--- src/rtl/swap_sort_ctrl.sv ---
// swap_sort_ctrl: loads N words, bubble-sorts them ascending (unsigned)
// with one shared compare-and-swap per clock, then streams them out.
// Ports: clk, rst_n (async, active-low); in_valid/in_data/in_ready
// producer side; out_valid/out_data/out_ready consumer side;
// busy (SORT or DRAIN), done (last word transfer), passes (last sort).
// Build option: define SWAP_SORT_EARLY_EXIT_EN to stop after the first
// pass with no swaps; otherwise every sort runs exactly N-1 passes.
module swap_sort_ctrl #(
    parameter int N = 8,
    parameter int W = 8
) (
    input  logic         clk,
    input  logic         rst_n,
    input  logic         in_valid,
    input  logic [W-1:0] in_data,
    output logic         in_ready,
    output logic         out_valid,
    output logic [W-1:0] out_data,
    input  logic         out_ready,
    output logic         busy,
    output logic         done,
    output logic [6:0]   passes
);

    localparam int IW = $clog2(N);
    localparam logic [IW-1:0] LAST = IW'(N - 1);
    localparam logic [IW-1:0] LAST_PAIR = IW'(N - 2);
    localparam logic [6:0] PASS_LAST = 7'(N - 2);

    typedef enum logic [1:0] {
        LOAD,
        SORT,
        DRAIN
    } state_e;

    state_e         state_q, state_d;
    logic [W-1:0]   bank_q [N];
    logic [W-1:0]   bank_d [N];
    logic [IW-1:0]  ld_idx_q, ld_idx_d;
    logic [IW-1:0]  rd_idx_q, rd_idx_d;
    logic [IW-1:0]  pair_q, pair_d;
    logic [6:0]     pass_q, pass_d;
    logic           dirty_q, dirty_d;
    logic           in_ready_q, in_ready_d;
    logic           out_valid_q, out_valid_d;
    logic [W-1:0]   out_data_q, out_data_d;
    logic           busy_q, busy_d;
    logic [6:0]     passes_q, passes_d;

    logic [IW-1:0]  pair_nx;
    logic [W-1:0]   lo_val;
    logic [W-1:0]   hi_val;
    logic           swap;
    logic           dirty_pass;
    logic           sort_exit;

    always_comb begin
        state_d     = state_q;
        bank_d      = bank_q;
        ld_idx_d    = ld_idx_q;
        rd_idx_d    = rd_idx_q;
        pair_d      = pair_q;
        pass_d      = pass_q;
        dirty_d     = dirty_q;
        in_ready_d  = in_ready_q;
        out_valid_d = out_valid_q;
        busy_d      = busy_q;
        passes_d    = passes_q;
        pair_nx     = pair_q + IW'(1);
        lo_val      = '0;
        hi_val      = '0;
        swap        = 1'b0;
        dirty_pass  = 1'b0;
        sort_exit   = 1'b0;

        unique case (state_q)
            LOAD: begin
                if (in_valid && in_ready_q) begin
                    bank_d[ld_idx_q] = in_data;
                    if (ld_idx_q == LAST) begin
                        state_d    = SORT;
                        ld_idx_d   = '0;
                        pair_d     = '0;
                        pass_d     = '0;
                        dirty_d    = 1'b0;
                        in_ready_d = 1'b0;
                        busy_d     = 1'b1;
                    end else begin
                        ld_idx_d = ld_idx_q + IW'(1);
                    end
                end
            end
            SORT: begin
                lo_val = bank_q[pair_q];
                hi_val = bank_q[pair_nx];
                swap   = lo_val > hi_val;
                if (swap) begin
                    bank_d[pair_q]  = hi_val;
                    bank_d[pair_nx] = lo_val;
                end
                // Dirty flag restarts at pair 0 so it covers one pass only.
                dirty_pass = ((pair_q == '0) ? 1'b0 : dirty_q) | swap;
                dirty_d    = dirty_pass;
                if (pair_q == LAST_PAIR) begin
                    pair_d    = '0;
                    pass_d    = pass_q + 7'd1;
                    sort_exit = (pass_q == PASS_LAST);
`ifdef SWAP_SORT_EARLY_EXIT_EN
                    sort_exit = sort_exit || !dirty_pass;
`endif
                    if (sort_exit) begin
                        state_d     = DRAIN;
                        passes_d    = pass_q + 7'd1;
                        rd_idx_d    = '0;
                        out_valid_d = 1'b1;
                    end
                end else begin
                    pair_d = pair_nx;
                end
            end
            DRAIN: begin
                if (out_ready) begin
                    if (rd_idx_q == LAST) begin
                        state_d     = LOAD;
                        rd_idx_d    = '0;
                        ld_idx_d    = '0;
                        out_valid_d = 1'b0;
                        in_ready_d  = 1'b1;
                        busy_d      = 1'b0;
                    end else begin
                        rd_idx_d = rd_idx_q + IW'(1);
                    end
                end
            end
            default: begin
                state_d = LOAD;
            end
        endcase

        // Look ahead through this edge's swap so the first word is current.
        out_data_d = bank_d[rd_idx_d];
    end

    always_ff @(posedge clk or negedge rst_n) begin
        if (!rst_n) begin
            state_q     <= LOAD;
            for (int i = 0; i < N; i++) begin
                bank_q[i] <= '0;
            end
            ld_idx_q    <= '0;
            rd_idx_q    <= '0;
            pair_q      <= '0;
            pass_q      <= '0;
            dirty_q     <= 1'b0;
            in_ready_q  <= 1'b1;
            out_valid_q <= 1'b0;
            out_data_q  <= '0;
            busy_q      <= 1'b0;
            passes_q    <= '0;
        end else begin
            state_q     <= state_d;
            bank_q      <= bank_d;
            ld_idx_q    <= ld_idx_d;
            rd_idx_q    <= rd_idx_d;
            pair_q      <= pair_d;
            pass_q      <= pass_d;
            dirty_q     <= dirty_d;
            in_ready_q  <= in_ready_d;
            out_valid_q <= out_valid_d;
            out_data_q  <= out_data_d;
            busy_q      <= busy_d;
            passes_q    <= passes_d;
        end
    end

    assign in_ready  = in_ready_q;
    assign out_valid = out_valid_q;
    assign out_data  = out_data_q;
    assign busy      = busy_q;
    assign passes    = passes_q;
    // Pulse coincides with the final handshake, so it follows out_ready.
    assign done      = out_valid_q && out_ready && (rd_idx_q == LAST);

endmodule

--- config.mk ---
export PLATFORM = sky130hd
export DESIGN_NAME = swap_sort_ctrl
export DESIGN_NICKNAME = d
export VERILOG_FILES = /design/src/rtl/swap_sort_ctrl.sv
export SDC_FILE = /design/constraint.sdc
export NUM_CORES = 1
export LEC_CHECK = 0
export ABC_AREA = 1
export ABC_CLOCK_PERIOD_IN_PS = 8900
export BUFFER_PORTS_ARGS = -buffer_cell sky130_fd_sc_hd__clkbuf_2
export CORE_AREA = 4 4 151 153
export CTS_BUF_LIST = sky130_fd_sc_hd__clkbuf_8
export CTS_CLUSTER_DIAMETER = 50
export DETAILED_ROUTE_END_ITERATION = 16
export DIE_AREA = 0 0 155 157
export PLACE_DENSITY = 0.71
export SYNTH_ARGS = -nofsm -noshare
export SYNTH_HDL_FRONTEND = slang
export SYNTH_SLANG_ARGS = --single-unit
export TNS_END_PERCENT = 5
--- constraint.sdc ---
create_clock -name clk -period 8.9 [get_ports clk]
set_input_delay 1.335 -clock clk [delete_from_list [all_inputs] [get_ports clk]]
set_output_delay 1.335 -clock clk [all_outputs]
set_load 0.01 [all_outputs]
==> results.yml, run 1 <==
run_status:
  run_status: "finished, final reports clean"
die:
  rows: 54
  die_x_um: 155
  start_util_pct: 42.95
  die_area_sq_um: 24340
  ios: 31
  coreArea_sq_um: 21550
  die_h_um: 157
clock_network:
  cts.repair.resized: 0
  cts_tree: "done"
  clk_pin_slew_ns: 0.12
  clock_latency_ns: 0.39
  cts_setup_buffers: 0
  clockBufferDepth: 2
  cts_buffers: 9
  cts.sinks: 100
  cts-root-buf: "clkbuf_8"
  postCtsHoldBufs: 0
  htree_levels: 3
hold_path:
  hold_class: "reg -> reg"
  whs_path_depth: 2
place:
  gp_congestion: 1.002
  post-dp-hpwl_um: 26590
  io_buffers: 30
pwr:
  p_leak_nw: 5.131
  power.density_nw_per_um2: 80.89
  ir_drop_uv: 84.95
  finalPower_uw: 779.1
layout:
  n_fill_cell: 2263
  area_growth_pct: 4.041
  layout.nets: 1563
  finish.utilization_pct: 44.69
  antenna_cells: 0
  drive_gt1_share_pct: 8.393
sta:
  worstMarginPinSlew_ns: 1.127
  fin_crit_sh_pct: 67.79
  max_freq_mhz: 165.7
  worst_clock_skew_ns: 0.01425
  fin_setup_tns_ns: 0
  finalCriticalPeriod_ns: 6.033
  grt_setup_unrepaired: "no"
  finalSetupViolCount: 0
  slew_headroom_pct: 24.85
  drv_slew: 0
  hold_viol_final: 0
synth:
  synth_cells: 1544
  synth-seq-area-share_pct: 27.04
  ys.warnings.count: 0
  syn_area_sq_um: 9258
  synth_flop_cell: "dfrtp_1"
  syn_area_per_cell_sq_um: 5.996
  synth_nets: 1575
  synth_enable_flop_cells: 0
  synthArstFlopShare_pct: 100.0
  ys_ff_latch: 100
  yosysUniqueCellTypes: 41
detailed_routing:
  dr.pass1.iters: 6
  route.detailed.drc: 0
  via_per_inst: 5.896
  drtIter0Drc: 1709
  detail_route.wl_per_cell_um: 20.17
  num_vias: 10713
  totalWireLength_um: 36650
  detail-route-antenna-nets: 0
global_route:
  grt_pass1_vias: 9694
  grt_pass1_wl_um: 56460
  globalRoute.totalOverflow: 0
  grt_max_degree: 81
  grtUsageTotal_pct: 29.79
  antenna_found_initial: 1
worst_setup_path:
  required_ns: 9.19
  worstPathArrival_ns: 6.33
  path_class: "reg -> reg"
  cp-start-kind: "register"
  r2r_cells: 22
  critPathMaxFanout: 80
  end_kind: "register"
flow_run:
  drv_cap: 0
==> state kept, by name, summed over array words and instances (netlist names) <==
name / flops
ld_idx_q: 3
busy: 1
out_valid: 1
passes: 7
in_ready: 1
rd_idx_q: 3
pass_q: 7
bank_q: 64
out_data: 8
state_q: 2
pair_q: 3
==> path summary, 6_finish.rpt <==
path | start | endpoint | slack, ns
setup / recovery | pair_q[0] | out_data[5] | 2.87
hold / removal | passes[5] | passes[5] | 0.48
setup reg to reg | pair_q[0] | out_data[5] | 2.87
hold reg to reg | passes[5] | passes[5] | 0.48
max in group asynchronous | rst_n | pair_q[0] | 6.73
min in group asynchronous | rst_n | bank_q[19] | 0.84
==> cell type report <==
cell class / count / area, sq um / share of cell area (%)
Clock buffer: 9 / 123.9 / 1.286
Clock inverter: 7 / 68.82 / 0.7145
Multi-Input combinational cell: 1226 / 5779 / 60.00
Timing Repair Buffer: 37 / 205.2 / 2.130
Tap cell: 280 / 350.3 / 3.637
Inverter: 158 / 599.3 / 6.222
Sequential cell: 100 / 2505 / 26.01
==> synthesized netlist by cell type, types with 16 or more instances <==
master   number  area, sq um
nand2_1     671         2519
nand3_1     288         1441
inv_1       136        510.5
dfrtp_1      99         2477
o21ai_0      70        350.3
a22oi_1      39        292.8
buf_2        32        160.2
a21oi_1      28        140.1
nand2_2      28        175.2
ha_1         19        237.7
inv_2        16        60.06
nor2_1       16        60.06
==> where the power goes <==
group	switching [mW]	leakage (nW)	internal [mW]
clock	0.196	0.0968	0.110
combinational	0.0164	4.09	0.00269
sequential	0	0.949	0.454
==> through the flow <==
stage,area (sq um),hold WS (ns),instances,setup WS (ns)
2_1_floorplan,9258,0.4782,1544,5.360
3_3_place_gp,9439,0.4502,1801,3.149
3_5_place_dp,9439,0.4521,1801,3.071
4_1_cts,9632,0.4814,1817,3.031
5_1_grt,9632,0.5140,1817,2.428
6_report,9632,0.4784,1817,2.867
==> worst max-delay path: stages, from the launching register on <==
cell and delay, ns:
dfrtp_2 0.36, buf_4 0.65, inv_4 0.50, ha_1 0.68, inv_1 0.66, nand2_1 0.12, nand2_1 0.08, nand2_1 0.18
nand2_1 0.13, inv_1 0.05, ha_1 0.30, nand2_1 0.08, nor2_2 0.19, nand2_2 0.12, a21oi_4 0.42, buf_4 0.55
nand3_1 0.30, nand2_1 0.15, nand3_1 0.08, nand3_1 0.10, nand2_1 0.07, nand2_1 0.06, nand2_1 0.05
==> layout by cell type, fill, tap and decap left out, types with 7 or more instances in the layout <==
master	instances
nand2_1	671
nand3_1	288
inv_1	136
dfrtp_1	98
o21ai_0	70
a22oi_1	39
clkbuf_2	29
nand2_2	28
a21oi_1	28
ha_1	18
inv_2	16
nor2_1	16
o21ai_1	14
clkbuf_8	9
buf_4	8
a32oi_1	7
==> per-layer routing <==
layer / up-vias / GRT usage, % / share of wire [%]
met5: - / 0 / 0.033
met4: 2 / 11.94 / 4.4
met3: 121 / 9.073 / 14
met2: 771 / 43.38 / 41
met1: 4842 / 41.29 / 40
li1: 4977 / - / -
==> kinds of logic (layout without fill, tap and decap cells) <==
kind of cell               after synthesis  count (layout)  synth area share [%]
xor gates and xnor gates                 5               5                0.4730
adders and majority gates               19              19                 2.568
and+or+nand+nor                       1029            1029                 48.02
AOI/OAI and AO/OA                      173             173                 11.34
DFF                                    100             100                 27.04
buffers and inverters                  218             211                 10.56
(Power assumes the default switching activity.)
==> inputs of run 2 (changes only) <==
==> config.mk (replaced) <==
export PLATFORM = sky130hd
export DESIGN_NAME = swap_sort_ctrl
export DESIGN_NICKNAME = d
export VERILOG_FILES = /design/src/rtl/swap_sort_ctrl.sv
export SDC_FILE = /design/constraint.sdc
export NUM_CORES = 1
export LEC_CHECK = 0
export ABC_AREA = 0
export ABC_CLOCK_PERIOD_IN_PS = 5450
export BUFFER_PORTS_ARGS = -buffer_cell sky130_fd_sc_hd__clkbuf_2
export CORE_AREA = 4 4 146 148
export CTS_BUF_LIST = sky130_fd_sc_hd__clkbuf_8
export CTS_CLUSTER_DIAMETER = 50
export DETAILED_ROUTE_END_ITERATION = 16
export DIE_AREA = 0 0 150 152
export PLACE_DENSITY = 0.74
export SYNTH_ARGS = -nofsm -noshare
export SYNTH_HDL_FRONTEND = slang
export SYNTH_SLANG_ARGS = --single-unit
export TNS_END_PERCENT = 5
==> constraint.sdc (replaced) <==
create_clock -name clk -period 5.45 [get_ports clk]
set_input_delay 0.8175 -clock clk [delete_from_list [all_inputs] [get_ports clk]]
set_output_delay 0.8175 -clock clk [all_outputs]
set_load 0.01 [all_outputs]
==> run 2 against run 1 <==
  * Count of clock-buffer cells in the layout did not move
  * Non-clock buffer count rose by 45
  * Sequential share of layout area rose by 0.34 points
  * Routed wire length rose by 26%
  * Fmax rose by 28%
  * First-iteration DRC count fell by 6.7%
  * Critical path type unchanged
  * Critical endpoint is now out_data[7]
  * Largest cell class unchanged
  * Highest routed layer unchanged
==> results.yml, run 2 <==
sta:
  fin_setup_tns_ns: 0
  max_freq_mhz: 212.4
  hold_viol_final: 0
  slew_headroom_pct: 16.81
  worstMarginPinSlew_ns: 1.248
  grt_setup_unrepaired: "no"
  finalCriticalPeriod_ns: 4.708
  drv_slew: 0
  fin_crit_sh_pct: 86.39
  setup_slack_ns: 0.7417
  worst_clock_skew_ns: 0.02090
  finalSetupViolCount: 0
synth:
  syn_area_per_cell_sq_um: 8.140
  synth-compound-area-share_pct: 28.66
  ys_ff_latch: 100
  yosysUniqueCellTypes: 84
  synth-seq-area-share_pct: 28.66
  synth_top_area_share_pct: 28.36
  synth_simple_gate_area_share_pct: 23.26
  synth_top_cells_by_count: "nand2_1, dfrtp_1, nor2_1"
  synth_fa_ha_area_share_pct: 2.722
  ys.warnings.count: 0
  muxShareOfSynthArea_pct: 11.12
  synth_cells: 1073
  synth_xor_area_share_pct: 0.3868
  synth_top_family_by_area: "compound AO/OA/AOI/OAI gates"
  yosysMostFrequentCell: "nand2_1"
  yosysTopAreaCell: "dfrtp_1"
  synthArstFlopShare_pct: 100.0
  synth_area_leaders: "dfrtp_1, mux4_2, nand2_1"
  synth_enable_flop_cells: 0
  synth_flop_cell: "dfrtp_1"
  syn_area_sq_um: 8735
  synth_nets: 1104
clock_network:
  cts_tree: "done"
  cts.repair.resized: 0
  postCtsHoldBufs: 0
  clock_latency_ns: 0.42
  clockBufferDepth: 2
  cts-root-buf: "clkbuf_8"
  cts_setup_buffers: 0
  cts.sinks: 100
  clk_pin_slew_ns: 0.13
  cts_buffers: 9
  htree_levels: 3
detailed_routing:
  route.detailed.drc: 0
  num_vias: 10214
  detail_route.wl_per_cell_um: 33.85
  drtIter0Drc: 1595
  totalWireLength_um: 46170
  via_per_inst: 7.488
  dr.pass1.iters: 7
  detail-route-antenna-nets: 0
die:
  die_area_sq_um: 22800
  die_x_um: 150
  ios: 31
  start_util_pct: 43.59
  die_h_um: 152
  rows: 52
  coreArea_sq_um: 20040
layout:
  drive_gt1_share_pct: 14.73
  finalNonFillerCells: 1364
  multiInputGateArea_sq_um: 5808
  n_fill_cell: 2011
  regMostFlops: "bank_q"
  largest_reg_flops: 64
  layout.nets: 1119
  regArea_sq_um: 2505
  area_growth_pct: 8.867
  final_cell_mix: "nand2_1, dfrtp_1, nor2_1"
  final_common_cell: "nand2_1"
pwr:
  finalPower_mw: 1.292
  ir_drop_uv: 100.3
  p_leak_nw: 3.650
  power.density_nw_per_um2: 135.8
global_route:
  grt_max_degree: 53
  globalRoute.totalOverflow: 0
  grtUsageTotal_pct: 39.65
  grt_pass1_vias: 9565
  antenna_found_initial: 2
  grt_pass1_wl_um: 66080
place:
  post-place-cells: 1347
  io_buffers: 30
  gp_congestion: 1.102
  post-dp-hpwl_um: 33080
  dpl_worst_slack_ns: 0.8660
worst_setup_path:
  reg2reg_from: "pair_q[1]"
  max_stage_delay_ns: 0.54
  reg2reg_setup_slack_ns: 0.74
  required_ns: 5.75
  r2r_end: "out_data[7]"
  path_class: "reg -> reg"
  worstPathArrival_ns: 5.00
  path_cells: "ha_1, xor2_4, buf_12, mux2i_1, mux2i_1, mux2i_1, ha_1, and3_1, a221oi_1, o21a_1, a211oi_1, buf_4, o221ai_1, o211ai_1, a2111oi_0, nor4_1"
  cp-startpoint: "pair_q[1]"
  r2r_cells: 16
  end_kind: "register"
  critical_path.slowest_cell: "a2111oi_0"
  critPathMaxFanout: 31
  cp-start-kind: "register"
  worst_path_most_repeated_cell: "mux2i_1"
flow_run:
  drv_cap: 0
hold_path:
  hold_class: "in -> async"
run_status:
  run_status: "finished, final reports clean"
[run 2: cell types whose count changed after synthesis, sizes merged, moves of 32 or more]
cell and change:
inv -130, nor2 +51, clkbuf +39, o22ai +32, a21oi +35, nand2 -545
nand3 -244
[run 2: logic make-up (layout without fill, tap and decap cells)]
logic type	after synthesis	in the layout
adders and majority gates	19	19
buffers and inverters	103	123
and+or+nand+nor	424	424
other	0	1
xor gates and xnor gates	3	3
AOI/OAI and AO/OA	364	364
muxes	60	60
DFF	100	100
[run 2: worst max-delay path by stage]
stage and end:
2_1_floorplan out_data[1], 3_3_place_gp out_data[1], 3_5_place_dp out_data[1], 4_1_cts out_data[6], 5_1_grt out_data[5], 6_report out_data[7]
[run 2: area by class of cell]
type                    count  area share, %
repair buffers             82          5.974
clock inverters             7         0.7368
diodes                      1        0.02632
multi-input cells         870          61.08
clock buffers               9          1.303
inverters                  25         0.9868
flip-flops and latches    100          26.34
well taps                 270          3.553
[run 2: routing by layer]
layer / GRT usage (%) / routed length [um] / vias up / share of wire (%)
li1: - / - / 4171 / -
met1: 54.19 / 17600 / 4913 / 38
met2: 54.68 / 18780 / 909 / 41
met3: 14.06 / 6759 / 219 / 15
met4: 20.92 / 3006 / 2 / 6.5
met5: 0 / 20 / - / 0.043
[run 2: stage by stage]
stage / hold slack (ns) / cell area, sq um / util (%)
after floorplan: 0.4720 / 8735 / -
after global placement: 0.4644 / 9313 / 46.47
after detailed placement: 0.4699 / 9313 / 46.47
after CTS: 0.4582 / 9507 / 47.44
after global routing: 0.4846 / 9507 / 47.44
final: 0.4320 / 9509 / 47.45
[run 2: power breakdown]
part | total (mW) | leakage (nW) | switching, mW | internal (mW)
clock | 0.516 | 0.100 | 0.337 | 0.179
combinational | 0.0342 | 2.41 | 0.0295 | 0.00471
sequential | 0.742 | 1.14 | 0 | 0.742
total | 1.29 | 3.65 | 0.366 | 0.925
[run 2: worst max-delay path: cells and delay by family (launching register included)]
family,cells,cell delay [ns]
buf+inv,2,0.49
flops,1,0.42
compound gates,6,1.72
xor+xnor,1,0.30
fa+ha+maj,2,0.65
mux,3,0.68
simple gates,2,0.30
